`config.mk`:
```
export PLATFORM = sky130hd
export DESIGN_NAME = serdes_rx_frame_ctrl
export DESIGN_NICKNAME = d
export VERILOG_FILES = /design/src/rtl/serdes_rx_frame_ctrl.sv
export SDC_FILE = /design/constraint.sdc
export NUM_CORES = 1
export LEC_CHECK = 0
export ABC_AREA = 1
export BUFFER_PORTS_ARGS = -buffer_cell sky130_fd_sc_hd__buf_2
export CAP_MARGIN = 0
export CORE_MARGIN = 3
export CORE_UTILIZATION = 40
export CTS_CLUSTER_SIZE = 12
export DETAILED_ROUTE_END_ITERATION = 7
export PLACE_DENSITY = 0.58
export RECOVER_POWER = 25
export SLEW_MARGIN = 0
export SYNTH_ARGS = -nofsm -noshare
export SYNTH_HDL_FRONTEND = slang
export SYNTH_SLANG_ARGS = --single-unit
```
`constraint.sdc`:
```
create_clock -name clk -period 1.65 [get_ports clk]
set_clock_uncertainty 0.15 [all_clocks]
set_input_delay 0.0825 -clock clk [delete_from_list [all_inputs] [get_ports clk]]
set_output_delay 0.0825 -clock clk [all_outputs]
set_load 0.02 [all_outputs]
```
`src/rtl/serdes_rx_frame_ctrl.sv`:
```
`default_nettype none
// ============================================================================
//  Module   : serdes_rx_frame_ctrl
//  Purpose  : Receive-side framing controller for the serial link feeding the
//             8-bit deserializer. Hunts the bitstream for SYNC_WORD, verifies
//             that it recurs at the frame period, then emits aligned 8-bit
//             data words and polices the periodic sync slots.
//  Ports    : clk        - system clock, one serial bit per rising edge
//             rst        - synchronous active-high reset
//             en         - enable; low behaves as reset but keeps err_count
//             serial_in  - serial data bit, MSB first
//             word_out   - aligned data word (holds when word_valid is low)
//             word_valid - one-cycle strobe qualifying word_out
//             locked     - high while in LOCKED
//             sync_err   - one-cycle pulse per bad sync slot while LOCKED
//             err_count  - saturating count of sync_err pulses
//             state      - 0 = HUNT, 1 = VERIFY, 2 = LOCKED
//  Revision : 1.0 - initial release
// ============================================================================
module serdes_rx_frame_ctrl #(
    parameter logic [7:0] SYNC_WORD = 8'hA5,
    parameter int         FRAME_LEN = 4,
    parameter int         LOCK_CNT  = 2,
    parameter int         MISS_MAX  = 3
) (
    input  logic        clk,
    input  logic        rst,
    input  logic        en,
    input  logic        serial_in,
    output logic [7:0]  word_out,
    output logic        word_valid,
    output logic        locked,
    output logic        sync_err,
    output logic [15:0] err_count,
    output logic [1:0]  state
);

    localparam int WC_W   = $clog2(FRAME_LEN + 1);
    localparam int HIT_W  = $clog2(LOCK_CNT + 1);
    localparam int MISS_W = $clog2(MISS_MAX + 1);

    localparam logic [WC_W-1:0]   FRAME_LEN_C = WC_W'(FRAME_LEN);
    localparam logic [HIT_W-1:0]  LOCK_CNT_C  = HIT_W'(LOCK_CNT);
    localparam logic [MISS_W-1:0] MISS_MAX_C  = MISS_W'(MISS_MAX);

    typedef enum logic [1:0] {
        ST_HUNT   = 2'd0,
        ST_VERIFY = 2'd1,
        ST_LOCKED = 2'd2
    } state_e;

    state_e             state_q,      state_d;
    // Only the 7 most recent bits need storing; the 8th comes from serial_in.
    logic [6:0]         sr_q,         sr_d;
    logic [2:0]         bit_cnt_q,    bit_cnt_d;
    logic [WC_W-1:0]    word_cnt_q,   word_cnt_d;
    logic [HIT_W-1:0]   hits_q,       hits_d;
    logic [MISS_W-1:0]  miss_cnt_q,   miss_cnt_d;
    logic [7:0]         word_out_q,   word_out_d;
    logic               word_valid_q, word_valid_d;
    logic               sync_err_q,   sync_err_d;
    logic [15:0]        err_count_q,  err_count_d;

    logic [7:0]         sr_next;
    logic               word_done;
    logic               sync_slot;
    logic               sync_ok;

    assign sr_next   = {sr_q, serial_in};
    assign word_done = (bit_cnt_q == 3'd7);
    assign sync_slot = (word_cnt_q == FRAME_LEN_C);
    assign sync_ok   = (sr_next == SYNC_WORD);

    always_comb begin
        state_d      = state_q;
        sr_d         = sr_next[6:0];
        bit_cnt_d    = bit_cnt_q + 3'd1;
        word_cnt_d   = word_cnt_q;
        hits_d       = hits_q;
        miss_cnt_d   = miss_cnt_q;
        word_out_d   = word_out_q;
        word_valid_d = 1'b0;
        sync_err_d   = 1'b0;
        err_count_d  = err_count_q;

        case (state_q)
            ST_HUNT: begin
                // Bit-granular search: the hit itself defines the word grid.
                if (sync_ok) begin
                    state_d    = ST_VERIFY;
                    bit_cnt_d  = 3'd0;
                    word_cnt_d = '0;
                    hits_d     = HIT_W'(1);
                end
            end

            ST_VERIFY: begin
                if (word_done) begin
                    if (!sync_slot) begin
                        word_cnt_d = word_cnt_q + WC_W'(1);
                    end else begin
                        word_cnt_d = '0;
                        if (sync_ok) begin
                            hits_d = hits_q + HIT_W'(1);
                            if (hits_q + HIT_W'(1) == LOCK_CNT_C) begin
                                state_d    = ST_LOCKED;
                                miss_cnt_d = '0;
                            end
                        end else begin
                            state_d = ST_HUNT;
                        end
                    end
                end
            end

            ST_LOCKED: begin
                if (word_done) begin
                    if (!sync_slot) begin
                        word_cnt_d   = word_cnt_q + WC_W'(1);
                        word_out_d   = sr_next;
                        word_valid_d = 1'b1;
                    end else begin
                        word_cnt_d = '0;
                        if (sync_ok) begin
                            miss_cnt_d = '0;
                        end else begin
                            sync_err_d = 1'b1;
                            if (err_count_q != 16'hFFFF) begin
                                err_count_d = err_count_q + 16'd1;
                            end
                            // Alignment is kept until the miss limit is hit.
                            if (miss_cnt_q + MISS_W'(1) == MISS_MAX_C) begin
                                state_d = ST_HUNT;
                            end else begin
                                miss_cnt_d = miss_cnt_q + MISS_W'(1);
                            end
                        end
                    end
                end
            end

            default: begin
                state_d = ST_HUNT;
            end
        endcase
    end

    always_ff @(posedge clk) begin
        if (rst) begin
            state_q      <= ST_HUNT;
            sr_q         <= '0;
            bit_cnt_q    <= '0;
            word_cnt_q   <= '0;
            hits_q       <= '0;
            miss_cnt_q   <= '0;
            word_out_q   <= '0;
            word_valid_q <= 1'b0;
            sync_err_q   <= 1'b0;
            err_count_q  <= '0;
        end else if (!en) begin
            // Disabled looks like reset, but the error history survives.
            state_q      <= ST_HUNT;
            sr_q         <= '0;
            bit_cnt_q    <= '0;
            word_cnt_q   <= '0;
            hits_q       <= '0;
            miss_cnt_q   <= '0;
            word_out_q   <= '0;
            word_valid_q <= 1'b0;
            sync_err_q   <= 1'b0;
        end else begin
            state_q      <= state_d;
            sr_q         <= sr_d;
            bit_cnt_q    <= bit_cnt_d;
            word_cnt_q   <= word_cnt_d;
            hits_q       <= hits_d;
            miss_cnt_q   <= miss_cnt_d;
            word_out_q   <= word_out_d;
            word_valid_q <= word_valid_d;
            sync_err_q   <= sync_err_d;
            err_count_q  <= err_count_d;
        end
    end

    assign word_out   = word_out_q;
    assign word_valid = word_valid_q;
    assign sync_err   = sync_err_q;
    assign err_count  = err_count_q;
    assign state      = state_q;
    assign locked     = (state_q == ST_LOCKED);

endmodule
`default_nettype wire

```
[After elaboration in Yosys (flattened, before gate mapping)]
Index checks and enable logic that the tools add are counted.
Storage, ports and cells
  flip-flop bits (word level): 45
  input port bits: 4
  output and inout bits: 29
  word-level logic and storage cells: 85
Operators by class
  add/subtract/negate cells: 5
  equal/unequal tests: 20
  mux-type cells: 31
  bitwise operators: 5
  reductions and logical operators: 14
Operator list (count)
  2-bit 2-to-1 mux: 20
  16-bit by 1-bit adder with 16-bit output, second input constant: 1
  16-bit inequality test, second input constant: 1
  8-bit AND reduction: 2
  3-bit 2-to-1 mux: 5
  2-bit inequality test, second input constant: 6
  8-bit == test, second input constant: 1
  2-bit by 1-bit inequality test with 1-bit output, second input constant: 4
  2-bit one-hot mux with 2 select lines: 2
  3-bit by 1-bit adder with 3-bit output, second input constant: 2
  2-bit == test, second input constant: 3
  3-bit == test, second input constant: 2
  3-bit inequality test, second input constant: 2
  2-bit one-hot mux with 3 select lines: 1
  3-bit one-hot mux with 2 select lines: 1
  3-bit AND reduction: 2
  6-bit AND reduction: 1
  2-bit nonzero test: 3
  1-bit NOT: 5
  5-bit AND reduction: 1
  5-bit OR reduction: 1
  2-bit by 1-bit adder with 2-bit output, second input constant: 2
  2-bit OR reduction: 2
  4-bit OR reduction: 1
  other kinds (3): 4

[Longest topological paths before layout]
Gate-level depths: netlist of the first run.
  word-level depth: 7
  gate-level depth with buffers: 11
  mapped depth without buffers: 11

[Least setup slack after synthesis of the first run]
Ideal clock, no wire load.
  path type: reg2reg
  start point: register state_q[1], in the netlist state[1]
  end point: register err_count_q[14], in the netlist err_count[14]
  setup time: 0.136 ns
  data arrival time: 1.722 ns
  required time: 1.364 ns
  slack: -0.359 ns
  cell stages (with the launch flop): 10
  path buffers: 1
  period minus slack after synthesis: 2.009 ns
  cell sequence: dfxtp_1 -> ha_1 -> nand2_1 -> nor3_2 -> nand2_2 -> nor2_8 -> clkinv_4 -> buf_12 -> nand2_2 -> a21oi_2
Between the ends
  word-level cells in the longest chain between the ends: 2
RTL lines
  start: declaration: RTL line 52  | state_e state_q, state_d;
  start signal: assignment: RTL line 172  | state_q <= state_d;
  2-bit == test
  via locked: RTL line 32  | output logic locked,
  6-bit AND reduction (no line)
  end signal: assignment: RTL line 181  | err_count_q <= err_count_d;
  end: declaration: RTL line 62  | logic [15:0] err_count_q, err_count_d;
The timed path passes the listed nets, and every way through them passes these cells.
A chain may end at the register's enable or synchronous reset.

[Worst setup path after layout of the first run]
  start point: register word_cnt_q[0]
  end point: register err_count_q[3], in the netlist err_count[3]
Between the ends
  word-level cells in the longest chain between the ends: 2
RTL lines
  start: declaration: RTL line 56  | logic [WC_W-1:0] word_cnt_q, word_cnt_d;
  start signal: assignment: RTL line 175  | word_cnt_q <= word_cnt_d;
  3-bit == test: RTL line 71  | assign sync_slot = (word_cnt_q == FRAME_LEN_C);
  6-bit AND reduction (no line)
No other way between the ends.

==> flow_metrics.tcl, run 1 <==
set metrics [dict create \
    reg2reg_to "err_count[3]$_SDFFE_PP0P_" \
    maxCapViolCount 0 \
    hold_violations 0 \
    syn2layout_area_growth_pct 35.6 \
    cp-start-kind "flop" \
    place_congestion 0.839 \
    crit_path_end "err_count[3]$_SDFFE_PP0P_" \
    routed_wl_mm 5.35 \
    dp_cells 456 \
    ys_seq_area_share_pct 38.5 \
    syn_area_mm2 0.00234 \
    grt_pass1_vias 2026 \
    grt_usage_pct 17.1 \
    die_w_um 82.5 \
    setup_viol 9 \
    port_buffers 32 \
    holdWs_ns 0.0527 \
    timing.final.crit_period_ns 1.70 \
    placed_area_mm2 0.00287 \
    reg2reg_slack_ns -0.05 \
    ys_warn_count 0 \
    drtIter0Drc 41 \
    drc 0 \
    die-area_mm2 0.00680 \
    viasPerCell 4.63 \
    p_leak_nw 1.37 \
    synthesis.instances 320 \
    dp_hpwl_mm 3.92 \
    tritoncts "built" \
    cts_buffer_depth 2 \
    setup_tns_ns -0.280 \
    root_buffer "clkbuf_8" \
    cp-end-kind "flop" \
    path_max_fanout 7 \
    clk_latency_ns 0.31 \
    finalPower_mw 2.03 \
    utilization_pct 56.9 \
    rsz0062_at_grt "true" \
    violations "setup timing" \
    p_per_area_mw_per_mm2 641 \
    worstSetupStartpoint "word_cnt_q[0]$_SDFFE_PP0P_" \
    grt_max_degree 18 \
    grt_pass1_wl_mm 8.89 \
    hold_path.class "in2reg" \
    num_antenna_cells 0 \
    reg2reg_depth 10 \
    layout_setup_ws_ns -0.0471 \
    slew_violations 0 \
    yosysUniqueCellTypes 31 \
    required_ns 1.70 \
    layout-drive-gt1-share_pct 36.9 \
    rows 27 \
    initial_core_util_pct 42.0 \
    slew_headroom_pct 72.9 \
    synth_fp_nets 335 \
    synth_seq_cells 45 \
    cts.sinks 45 \
    clk_pin_slew_ns 0.10 \
    io_pins 33 \
    dp_worst_setup_slack_ns -0.0650 \
    finalInstanceArea_mm2 0.00317 \
    first_pass_iters 4 \
    worstPathArrival_ns 1.75 \
    ant_nets 0 \
    grt_overflow_total 0 \
    core_area_mm2 0.00557 \
    nNetsFinal 412 \
    die_h_um 82.5 \
    wl_per_cell_um 11.4 \
    finalCritPeriodShare_pct 103 \
    cts_made_buffers 5 \
    antenna_found_initial 0 \
    instances_no_fill 470 \
    irDropWorstVdd_mv 0.476 \
    path_class "reg2reg" \
    tightest_slew_ns 0.404 \
    r2r_start "word_cnt_q[0]$_SDFFE_PP0P_" \
    status "finished with violations" \
    htree_levels 2 \
    timing.fmax_ghz 0.589 \
    syn_area_per_cell_um2 7.31 \
    num_vias 2176 \
]
==> cell usage after synthesis <==
cell type,instances,area [um2]
nand2_4,1,11.3
inv_1,31,116
a31oi_1,1,6.26
nand2_1,75,282
nor2_2,1,6.26
clkinv_1,1,3.75
inv_2,3,11.3
nor3_2,1,10.0
buf_12,1,20.0
nand4_1,1,6.26
buf_2,3,15.0
a21oi_1,15,75.1
nand3_1,13,65.1
nor3_1,4,20.0
dfxtp_1,45,901
xor2_1,3,26.3
xnor2_1,8,70.1
clkbuf_1,1,3.75
or2_2,1,6.26
o2111ai_1,1,8.76
o21bai_1,1,7.51
nor2_1,54,203
clkinv_4,1,8.76
a21boi_0,1,7.51
nor2_4,2,22.5
nand2_2,11,68.8
nor2_8,2,40.0
buf_6,1,11.3
ha_1,11,138
a21oi_2,10,87.6
o21ai_0,16,80.1
==> placed cells by master, fill, tap and decap left out, types with 3 or more instances in the layout <==
cell type,n
inv_1,27
nor2_1,48
xor2_1,3
inv_2,7
nand2_2,18
nand2_4,5
dfxtp_2,7
clkbuf_8,5
ha_4,4
clkbuf_1,13
ha_1,5
nor2_2,7
a21oi_1,14
o21ai_0,11
buf_4,38
dfxtp_1,36
inv_6,3
nand2_1,64
nand3_1,12
buf_6,3
o21ai_2,3
a21oi_2,11
xnor2_1,8
buf_2,19
==> worst max-delay path, cell delays in order (launching register included) <==
cell and delay, ns:
dfxtp_2 0.33, inv_1 0.06, ha_2 0.17, nand2_2 0.07, nor3_2 0.17, nand2_2 0.11
nor2_8 0.19, buf_4 0.17, inv_6 0.05, nand2_1 0.07, a21oi_2 0.05
==> registers in the layout, indices dropped and copies added (netlist names) <==
name	cells
sync_err	1
err_count	16
state	2
hits_q	2
word_out	8
word_cnt_q	3
word_valid	1
bit_cnt_q	3
miss_cnt_q	2
sr_q	7
==> layer usage <==
layer  vias up  wire (um)  global-route usage (%)
li1       1158          -                       -
met1       976       2400                    20.1
met2        37       2680                    30.0
met3         5        208                    4.23
met4         0         64                    5.65
met5         -          0                       0
==> report_power, final <==
group          internal (mW)  switching (mW)
Combinational         0.0216          0.0325
Clock                  0.463           0.427
Sequential              1.09         0.00306
Total                   1.57           0.462
==> layout make-up <==
class	instances	area, um2
clock buffer	5	68.8
clock inverter	3	47.5
fill	553	2400
inverter	36	150
multi-input combinational	233	1410
sequential	45	917
tap	72	90.1
timing repair buffer	75	483
timing repair inverter	1	8.76
==> worst min-delay path by stage <==
stage / end / from / cells after the start / slack, ns
2_1_floorplan: sr_q[0]$_SDFF_PP0_ / serial_in / 2 / 0.08
3_3_place_gp: sr_q[0]$_SDFF_PP0_ / serial_in / 3 / 0.20
3_5_place_dp: sr_q[0]$_SDFF_PP0_ / serial_in / 3 / 0.22
4_1_cts: state[0]$_SDFFE_PP0P_ / en / 5 / 0.05
5_1_grt: state[1]$_SDFFE_PP0P_ / en / 5 / 0.10
6_report: state[0]$_SDFFE_PP0P_ / en / 5 / 0.05
==> logic make-up after synthesis <==
kind of cell / synth area share [%]
AND/OR/NAND/NOR: 31.7
XOR/XNOR: 4.12
adder cells (fa/ha/maj): 5.89
buffers and inverters: 8.13
flip-flops: 38.5
AO/OA/AOI/OAI: 11.7
==> what timing repair did <==
action                                 CTS  global route
buffers inserted                         0             3
setup endpoints to repair               20            27
cloned                                   0             1
pin swaps                                1             8
endpoints found under the hold margin    4             0
gates resized for setup                  7            46
hold buffers                             2             0
Power figures use the tool's default switching activity.
==> inputs of run 2 (changes only) <==
--- a/config.mk
+++ b/config.mk
@@ -10,6 +10,7 @@
 export CAP_MARGIN = 0
 export CORE_MARGIN = 3
 export CORE_UTILIZATION = 40
+export CTS_BUF_LIST = sky130_fd_sc_hd__clkbuf_2
 export CTS_CLUSTER_SIZE = 12
 export DETAILED_ROUTE_END_ITERATION = 7
 export PLACE_DENSITY = 0.58
==> flow_metrics.tcl, run 2 (synthesis results as in run 1) <==
set metrics [dict create \
    timing.fmax_ghz 0.572 \
    utilization_pct 56.7 \
    cts_buffer_depth 2 \
    tightest_slew_ns 0.291 \
    layout-drive-gt1-share_pct 38.8 \
    p_sw_share_pct 24.3 \
    first_pass_iters 4 \
    worstPathArrival_ns 1.95 \
    root_buffer "clkbuf_2" \
    num_antenna_cells 0 \
    htree_levels 2 \
    port_buffers 32 \
    layout_setup_ws_ns -0.0972 \
    core_area_mm2 0.00557 \
    p_leak_nw 1.40 \
    nNetsFinal 413 \
    setup_viol 17 \
    syn2layout_area_growth_pct 35.2 \
    final_common_cell "nand2_1" \
    routed_wl_mm 5.40 \
    maxCapViolCount 0 \
    cts.sinks 45 \
    grt_overflow_total 0 \
    dp_worst_setup_slack_ns -0.0650 \
    power.share.combinational_pct 3.4 \
    holdWs_ns 0.0228 \
    drc 0 \
    drtIter0Drc 48 \
    num_vias 2180 \
    hold_path.class "in2reg" \
    antenna_found_initial 0 \
    grt_pass1_vias 2085 \
    die-area_mm2 0.00680 \
    cts_made_buffers 5 \
    rsz0062_at_grt "true" \
    p_clk_share_pct 36.8 \
    cp-start-kind "flop" \
    reg2reg_to "err_count[9]$_SDFFE_PP0P_" \
    instances_no_fill 471 \
    irDropWorstVdd_mv 0.504 \
    die_w_um 82.5 \
    finalPower_mw 1.83 \
    place_congestion 0.839 \
    status "finished with violations" \
    power_switching_uw 444 \
    slew_violations 0 \
    reg2reg_slack_ns -0.1 \
    p_per_area_mw_per_mm2 579 \
    die_h_um 82.5 \
    required_ns 1.86 \
    grt_usage_pct 17.5 \
    seqPwrFrac_pct 59.8 \
    crit_path_end "err_count[9]$_SDFFE_PP0P_" \
    dp_cells 456 \
    worstSetupStartpoint "bit_cnt_q[0]$_SDFF_PP0_" \
    dp_hpwl_mm 3.92 \
    viasPerCell 4.63 \
    reg2reg_depth 9 \
    largest_reg_flops 16 \
    tritoncts "built" \
    io_pins 33 \
    placed_area_mm2 0.00287 \
    grt_pass1_wl_mm 9.15 \
    path_class "reg2reg" \
    rows 27 \
    hold_violations 0 \
    slew_headroom_pct 80.5 \
    timing.final.crit_period_ns 1.75 \
    cp-end-kind "flop" \
    layout_common_cells "nand2_1 (58), nor2_1 (50), buf_4 (36), dfxtp_1 (34), inv_1 (27)" \
    ant_nets 0 \
    setup_tns_ns -1.03 \
    violations "setup timing" \
    r2r_start "bit_cnt_q[0]$_SDFF_PP0_" \
    initial_core_util_pct 42.0 \
    clk_latency_ns 0.43 \
    finalCritPeriodShare_pct 106 \
    finalInstanceArea_mm2 0.00316 \
    grt_max_degree 18 \
    wl_per_cell_um 11.5 \
    clk_pin_slew_ns 0.28 \
    path_max_fanout 5 \
    p_int_mw 1.39 \
]
==> run 2: cell type report <==
class | instances | area (um2)
clock buffer | 5 | 25.0
clock inverter | 3 | 47.5
fill | 572 | 2410
inverter | 36 | 154
multi-input combinational | 233 | 1410
sequential | 45 | 920
tap | 72 | 90.1
timing repair buffer | 77 | 518
==> run 2: power by group through the flow <==
| stage | registers [mW] | clock network (mW) | logic [mW] |
|---|---|---|---|
| after floorplan | 1.11 | 0 | 0.0289 |
| after global placement | 1.11 | 0 | 0.0497 |
| after detailed placement | 1.11 | 0 | 0.0492 |
| after CTS | 1.10 | 0.703 | 0.0573 |
| after global routing | 1.10 | 0.756 | 0.0681 |
| final | 1.09 | 0.674 | 0.0615 |
==> run 2: repair_timing <==
action / in CTS / in global routing
endpoints found under the hold margin: 36 / 15
setup endpoints to repair: 23 / 27
hold buffers: 4 / 2
buffers inserted: 1 / 2
pin swaps: 12 / 6
resized for setup: 26 / 32
==> run 2: worst min-delay path by stage <==
stage	start	end	slack, ns	cells after the start
2_1_floorplan	serial_in	sr_q[0]$_SDFF_PP0_	0.08	2
3_3_place_gp	serial_in	sr_q[0]$_SDFF_PP0_	0.20	3
3_5_place_dp	serial_in	sr_q[0]$_SDFF_PP0_	0.22	3
4_1_cts	en	sync_err$_SDFF_PP0_	0.006	6
5_1_grt	en	sync_err$_SDFF_PP0_	0.02	6
6_report	en	sync_err$_SDFF_PP0_	0.02	6
==> run 2: routing by layer <==
metal	GRT usage (%)	vias to the layer above	wire [um]
met4	3.99	0	27
li1	-	1163	-
met5	0	-	0
met1	20.1	989	2390
met2	32.4	26	2810
met3	4.12	2	177
==> run 2: critical path: stages (launching register included) <==
cell and delay [ns]:
dfxtp_2 0.42, ha_4 0.14, ha_4 0.13, nand2_2 0.05, nor3_2 0.12, nand2_2 0.11, nor2_8 0.20, buf_6 0.16
nand2_4 0.05, a21oi_2 0.13
